--- src/rtl/regfile_wb_arbiter_pkg.sv ---
// regfile_wb_arbiter_pkg: register-file geometry and write-back requester indices
package regfile_wb_arbiter_pkg;
  localparam int RF_ADDR_W = 5;
  localparam int RF_DATA_W = 32;
  localparam int RF_ZERO_REG = 0;
  typedef enum logic [1:0] {
    WB_ALU = 2'd0,
    WB_LOAD = 2'd1,
    WB_MULDIV = 2'd2
  } wbReqE;
endpackage

--- src/rtl/regfile_wb_arbiter_rr.sv ---
// rr_arbiter: combinational round-robin pick, first requester after last
module rr_arbiter #(
  parameter int N = 3,
  parameter int LW = (N > 1) ? $clog2(N) : 1
) (
  input  logic [N-1:0]  req,
  input  logic [LW-1:0] last,
  output logic [N-1:0]  grant
);
  int bestDist;
  int bestIdx;
  always_comb begin
    bestDist = N;
    bestIdx = 0;
    grant = '0;
    for (int i = 0; i < N; i++)
      if (req[i] && ((i + 2 * N - int'(last) - 1) % N) < bestDist) begin
        bestDist = (i + 2 * N - int'(last) - 1) % N;
        bestIdx = i;
      end
    for (int i = 0; i < N; i++)
      grant[i] = (bestDist < N) && (bestIdx == i);
  end
endmodule

--- src/rtl/regfile_wb_arbiter.sv ---
// regfile_wb_arbiter: round-robin share of the register file write port
module regfile_wb_arbiter
  import regfile_wb_arbiter_pkg::*;
#(
  parameter int N_REQ = 3,
  parameter int DATA_W = RF_DATA_W,
  parameter int ADDR_W = RF_ADDR_W
) (
  input  logic                     clk,
  input  logic                     rst,
  input  logic [N_REQ-1:0]         reqValid,
  input  logic [N_REQ*ADDR_W-1:0]  reqNum,
  input  logic [N_REQ*DATA_W-1:0]  reqData,
  output logic [N_REQ-1:0]         reqReady,
  input  logic                     wbStall,
  output logic                     regsWriteEnable,
  output logic [ADDR_W-1:0]        regWriteNum,
  output logic [DATA_W-1:0]        regWriteData,
  input  logic [ADDR_W-1:0]        queryNum,
  output logic                     queryPending,
  output logic [31:0]              writeCount
);
  localparam int LW = $clog2(N_REQ);
  logic [LW-1:0] last;
  logic [LW-1:0] grantIdx;
  logic [N_REQ-1:0] grant;
  logic handshake;
  logic [ADDR_W-1:0] selNum;
  logic [DATA_W-1:0] selData;
  logic enReg;
  logic pend;
  rr_arbiter #(.N(N_REQ), .LW(LW)) uArb (.req(reqValid), .last(last), .grant(grant));
  assign reqReady = (wbStall || rst) ? '0 : grant;
  assign handshake = |(reqValid & reqReady);
  // a write held in the output stage is dropped as soon as reset is seen
  assign regsWriteEnable = enReg && !rst;
  always_comb begin
    grantIdx = '0;
    selNum = '0;
    selData = '0;
    for (int i = 0; i < N_REQ; i++)
      if (grant[i]) begin
        grantIdx = LW'(i);
        selNum = reqNum[i*ADDR_W +: ADDR_W];
        selData = reqData[i*DATA_W +: DATA_W];
      end
  end
  always_comb begin
    pend = regsWriteEnable && (regWriteNum == queryNum);
    for (int i = 0; i < N_REQ; i++)
      pend = pend || (reqValid[i] && (reqNum[i*ADDR_W +: ADDR_W] == queryNum));
    queryPending = (queryNum != ADDR_W'(RF_ZERO_REG)) && pend;
  end
  always_ff @(posedge clk) begin
    if (rst) begin
      last <= LW'(N_REQ - 1);
      enReg <= 1'b0;
      regWriteNum <= '0;
      regWriteData <= '0;
      writeCount <= '0;
    end else begin
      enReg <= handshake && (selNum != ADDR_W'(RF_ZERO_REG));
      if (handshake) last <= grantIdx;
      if (handshake && (selNum != ADDR_W'(RF_ZERO_REG))) begin
        regWriteNum <= selNum;
        regWriteData <= selData;
        writeCount <= writeCount + 32'd1;
      end
    end
  end
endmodule

--- config.mk ---
export PLATFORM = sky130hd
export DESIGN_NAME = regfile_wb_arbiter
export DESIGN_NICKNAME = d
export VERILOG_FILES = /design/src/rtl/regfile_wb_arbiter_pkg.sv /design/src/rtl/regfile_wb_arbiter_rr.sv /design/src/rtl/regfile_wb_arbiter.sv
export SDC_FILE = /design/constraint.sdc
export NUM_CORES = 1
export LEC_CHECK = 0
export ABC_AREA = 1
export CAP_MARGIN = 20
export CORE_MARGIN = 2
export CORE_UTILIZATION = 41
export DETAILED_ROUTE_END_ITERATION = 7
export GPL_TIMING_DRIVEN = 0
export PLACE_DENSITY = 0.65
export RECOVER_POWER = 25
export REMOVE_ABC_BUFFERS = 1
export SYNTH_ARGS = -nofsm -noshare
export SYNTH_HDL_FRONTEND = slang
export SYNTH_HIERARCHICAL = 1
export SYNTH_SLANG_ARGS = --single-unit
export TNS_END_PERCENT = 10
--- constraint.sdc ---
create_clock -name clk -period 12.8 [get_ports clk]
set_input_delay 2.56 -clock clk [delete_from_list [all_inputs] [get_ports clk]]
set_output_delay 2.56 -clock clk [all_outputs]
set_load 0.005 [all_outputs]
; ---- Word-level counts from Yosys, hierarchy flattened
; Cells that the tools add are included.
[totals]
regBits = 72
latch_bits = 0
ram_bits = 0
rom_bits = 0
out_inout_bits = 74
n_memories = 0
[classes]
addsub = 7
multipliers = 0
div = 3
order_cmp = 4
eq_ne = 6
shifts = 0
muxes = 14
n_bitwise = 1
reduce_logical = 22
[op_table]
columns = operator, count
row1 = two-way mux 32 bit, 6
row2 = "remainder unit 32 x 3 -> 32 bit, second input constant", 3
row3 = "subtractor 32 x 2 -> 32 bit, second input constant", 3
row4 = "less-than comparator 32 x 3 -> 1 bit, second input constant", 2
row5 = less-than comparator 32 bit, 2
row6 = "adder 32 x 1 -> 32 bit, second input constant", 1
row7 = zero test 32 bit, 1
row8 = equality test 5 bit, 4
row9 = two-way mux 5 bit, 3
row10 = logical AND 1 bit, 13
row11 = nonzero test 5 bit, 2
row12 = "subtractor 3 x 2 -> 4 bit, first input constant", 2
row13 = "subtractor 4 x 2 -> 5 bit, first input constant", 1
row14 = logical OR 1 bit, 4
row15 = two-way mux 2 bit, 2
row16 = bitwise AND 3 bit, 1
row17 = two-way mux 3 bit, 1
row18 = OR reduction 3 bit, 1
row19 = "equality test 2 x 1 -> 1 bit, second input constant", 1
row20 = "equality test 2 bit, second input constant", 1
row21 = two-way mux 1 bit, 2
row22 = zero test 1 bit, 1

; ---- Logic depth before layout (Yosys ltp)
[depth]
word_depth = 19
mapped_depth = 68
ltp_nobuf = 64

; ---- By module
; Netlist, hierarchy kept.
[by_module_without_submodules]
columns = module, instances, cells_per_inst, area_per_inst_um2
row1 = regfile_wb_arbiter, 1, 779, 4643.2
row2 = rr_arbiter, 1, 458, 2695.1

; ---- Worst setup path before layout
; OpenSTA, ideal clock, no wires.
[synth_path]
path_kind = input port to output port
startpoint = input reqValid[0]
endpoint = output reqReady[1]
t_arrival_ns = 6.692
required_ns = 10.240
path_slack_ns = 3.548
path_stages = 32
n_path_buf = 4
cell_sequence = o21ai_0 > nor2_2 > nand3_2 > nand2_4 > clkbuf_1 > nand2_1 > ha_1 > nand2_1 > o21ai_0 > nand3_1 > nand2_1 > nand2_1 > a21oi_1 > a211oi_1 > nand3_1 > nand3_2 > buf_2 > inv_2 > nand2_1 > buf_2 > buf_2 > o21ai_1 > ha_1 > nand4_1 > nor3_1 > nor4b_1 > nand2_2 > a21oi_1 > nor2_1 > nor2_1 > inv_1 > nor2_1
[synth_via]
elab_chain_cells = 11
elab_cells_between_ends = 14
[synth_rtl]
columns = element, line_no
row1 = "start, declared", regfile_wb_arbiter.sv:11  ; input logic [N_REQ-1:0] reqValid,
row2 = logical AND 1 bit (*), regfile_wb_arbiter_rr.sv:17  ; if (req[i] && ((i + 2 * N - int'(last) - 1) % N) < bestDist) begin
row3 = two-way mux 32 bit (*), regfile_wb_arbiter_rr.sv:17
row4 = less-than comparator 32 bit, regfile_wb_arbiter_rr.sv:17
row5 = logical AND 1 bit, regfile_wb_arbiter_rr.sv:17
row6 = two-way mux 32 bit, regfile_wb_arbiter_rr.sv:17
row7 = less-than comparator 32 bit, regfile_wb_arbiter_rr.sv:17
row8 = logical AND 1 bit, regfile_wb_arbiter_rr.sv:17
row9 = two-way mux 32 bit / two-way mux 2 bit (equally long branches), regfile_wb_arbiter_rr.sv:17
row10 = less-than comparator 32 x 3 -> 1 bit / equality test 2 x 1 -> 1 bit (equally long branches), regfile_wb_arbiter_rr.sv:22  ; grant[i] = (bestDist < N) && (bestIdx == i);
row11 = logical AND 1 bit (*), regfile_wb_arbiter_rr.sv:22
row12 = net grant[1], regfile_wb_arbiter.sv:26  ; logic [N_REQ-1:0] grant;
row13 = two-way mux 3 bit (*), regfile_wb_arbiter.sv:33  ; assign reqReady = (wbStall || rst) ? '0 : grant;
row14 = "end, declared", regfile_wb_arbiter.sv:14  ; output logic [N_REQ-1:0] reqReady,
; Mark *: on every way through the listed nets, which the timed path passes. The rest lies on a longest branch.

; ---- Final worst setup path
[layout_path]
startpoint = input reqValid[0]
endpoint = output reqReady[2]
[layout_via]
elab_chain_cells = 11
elab_cells_between_ends = 14
[layout_rtl]
columns = element, line_no
row1 = logical AND 1 bit (*), regfile_wb_arbiter_rr.sv:17
row2 = two-way mux 32 bit (*), regfile_wb_arbiter_rr.sv:17
row3 = less-than comparator 32 bit, regfile_wb_arbiter_rr.sv:17
row4 = logical AND 1 bit, regfile_wb_arbiter_rr.sv:17
row5 = two-way mux 32 bit, regfile_wb_arbiter_rr.sv:17
row6 = less-than comparator 32 bit, regfile_wb_arbiter_rr.sv:17
row7 = logical AND 1 bit, regfile_wb_arbiter_rr.sv:17
row8 = two-way mux 32 bit / two-way mux 2 bit (equally long branches), regfile_wb_arbiter_rr.sv:17
row9 = less-than comparator 32 x 3 -> 1 bit / equality test 2 bit (equally long branches), regfile_wb_arbiter_rr.sv:22
row10 = logical AND 1 bit (*), regfile_wb_arbiter_rr.sv:22
row11 = two-way mux 3 bit (*), regfile_wb_arbiter.sv:33
; Every way passes the cells marked *; elsewhere a longest branch is shown, timed or not.

==> impl_metrics.toml <==
[clock_network]
cts_root_buf = "clkbuf_16"
clk_pin_slew_worst_paths_ps = 60
clock_sinks = 72
cts_buffers = 9
clk_path_buf_depth = 2
cts_tree = "done"
clk-insertion-delay-late_ps = 350
h-tree-depth = 3

[critical_path]
max_stage_delay_ps = 610
r2r_slack_ps = 2110
required_ps = 10240
path_buf_inv = 6
crit_top_cell = "nand2_1"
critPathMaxFanout = 29
critPathArrivalTime_ps = 9330
cp_top_family = "simple AND/OR/NAND/NOR gates"
cp-start-kind = "input pin"
cp_slowest_cell = "clkdlybuf4s50_1"
crit_path_end_kind = "primary output"
crit_type = "input pin to primary output"

[floorplanning]
num_io_pins = 196
die_h_um = 138
start_util_pct = 42.1
core_area_um2 = 17400
rows = 48
die_area_um2 = 19000
die_x_um = 138

[synthesis]
ys_seq_elements = 72
synth.yosys.warnings = 6
ys.flop_type = "dfxtp_1"
avgSynthCellArea_um2 = 5.93
async_reset_ff_share_pct = 0
synth_area_leader_cell = "dfxtp_1"
syn_area_um2 = 7340
yosysUniqueCellTypes = 45
postSynthCellCount = 1237
yosysMostFrequentCell = "nand2_1"
synth.top_cell.area_share_pct = 19.6
ys_seq_area_share_pct = 19.6
synth_common_cells = "nand2_1 (332), nor2_1 (207), a21oi_1 (116), nand3_1 (102), inv_1 (94)"
synth_area_leaders = "dfxtp_1 (20%), nand2_1 (17%), ha_1 (13%)"
synth-edff-count = 0

[run_status]
status = "finished, final reports clean"

[global_routing]
grt-busiest-layer = "met2"
grt_usage_pct = 24.5
antenna_found_initial = 0
grt.overflow.total = 0
grt_max_degree = 72
grt_util_met1_pct = 32.7
met2_usage_pct = 40.4
grt_pass1_wl_um = 37600
use_met3_pct = 5.19
grt_pass1_vias = 7701

[finish]
drive_gt1_share_pct = 4.44
synthToLayoutAreaGrowth_pct = 32.5
fin_nets = 1588
diodes = 0
design_area_um2 = 9730
fin_util_pct = 55.8
final_cells = 1621

[timing]
slew_viol_final = 0
skew_ps = 12.9
max_freq_ghz = 0.0841
period_minus_slack_ps = 11890
relSlewSlack_pct = 40.7
setup-violations-final = 0
worst_pin_slew_ps = 889
hold_viol = 0
fin_ws_ps = 908
rsz0062_at_grt = "false"
fin_crit_sh_pct = 92.9

[detailed_routing]
viasPerCell = 5.17
ant_nets = 0
first_pass_iters = 5
dr.first_iter.drc_count = 513
via_count = 8380
drc = 0
drt-wirelength-per-cell_um = 14.6
wirelength_um = 23600

[placed_design]
place_area_um2 = 9430
gp_congestion = 0.881
place_ws_ps = 622
placed_cells = 1604
portBuffers = 195
dp_hpwl_um = 17500

[flow_run]
cap_violations = 0

[hold_path]
min_path_type = "flop to flop"
## metrics by stage
step	hold slack (ps)	TNS, ps
after floorplan	472	0
after global placement	461	-196520
after detailed placement	471	0
after CTS	484	0
after global routing	496	0
final	474	0
## path summary, 6_finish.rpt
path,startpoint,to,cells past startpoint
max reg2reg,last[0],regWriteData[27],52
max,reqValid[0],reqReady[2],31
min reg2reg,regWriteData[8],regWriteData[8],2
min,regWriteData[8],regWriteData[8],2
## sequential cells by signal, indices dropped and copies added, names as in the netlist
name          flops
regWriteData     32
writeCount       32
regWriteNum       5
last              2
enReg             1
## cell type report
cell class                      instances  area [um^2]
Fill cell                            1817         7690
Multi-Input combinational cell       1001         5260
Timing Repair Buffer                  200         2050
Sequential cell                        72         1440
Inverter                              107          404
Tap cell                              225          282
Clock buffer                           10          239
Clock inverter                          6         50.0
## cells by family after synthesis
family / after synthesis / synth area share [%]
adder cells (fa/ha/maj): 75 / 12.8
flip-flops: 72 / 19.6
other: 1 / 0.0511
buffers and inverters: 165 / 9.21
AND/OR/NAND/NOR: 700 / 40.4
AO/OA/AOI/OAI: 212 / 16.5
XOR/XNOR: 12 / 1.43
## metal layers
| layer | wire, um | part of all wire (%) |
|---|---|---|
| met5 | 0 | 0 |
| met4 | 403 | 1.7 |
| met2 | 11200 | 47 |
| met1 | 10900 | 46 |
| met3 | 1180 | 5.0 |
## cells in the final DEF (no fill, tap or decap), drive strengths merged, types with 2 or more instances in the layout
master         synthesis  layout
a211oi                 9       9
a21oi                117     117
a22oi                 32      32
a31oi                  3       3
buf                   27       5
clkbuf                31      10
clkdlybuf4s50          0     159
clkinv                 3       5
clkinvlp               0       2
dfxtp                 72      72
dlygate4sd3            0      36
ha                    75      75
inv                  104     106
nand2                339     339
nand3                107     107
nand3b                16      16
nand4                 11      11
nor2                 212     213
nor3                   5       5
nor4                   3       3
o21ai                 37      37
o21bai                 2       2
o221a                  2       2
o221ai                 2       2
o22ai                  4       4
or2                    5       5
xnor2                  3       3
xor2                   9       9
## worst register-to-register path, delay by kind of cell, from the launching register on
family | cells | cell delay [ps]
compound gates | 4 | 720
fa+ha+maj | 5 | 1520
flops | 1 | 520
buf+inv | 7 | 1270
simple gates | 36 | 6600
## repair_timing
item                       in CTS  in global routing
setup buffers                   0                  0
gates resized for setup         0                  1
hold buffers                    0                  0
setup endpoints to repair       0                  2
Power is left out: the tool's default activity adds up to more than one toggle a clock period on the data nets, which glitch-free logic cannot reach.
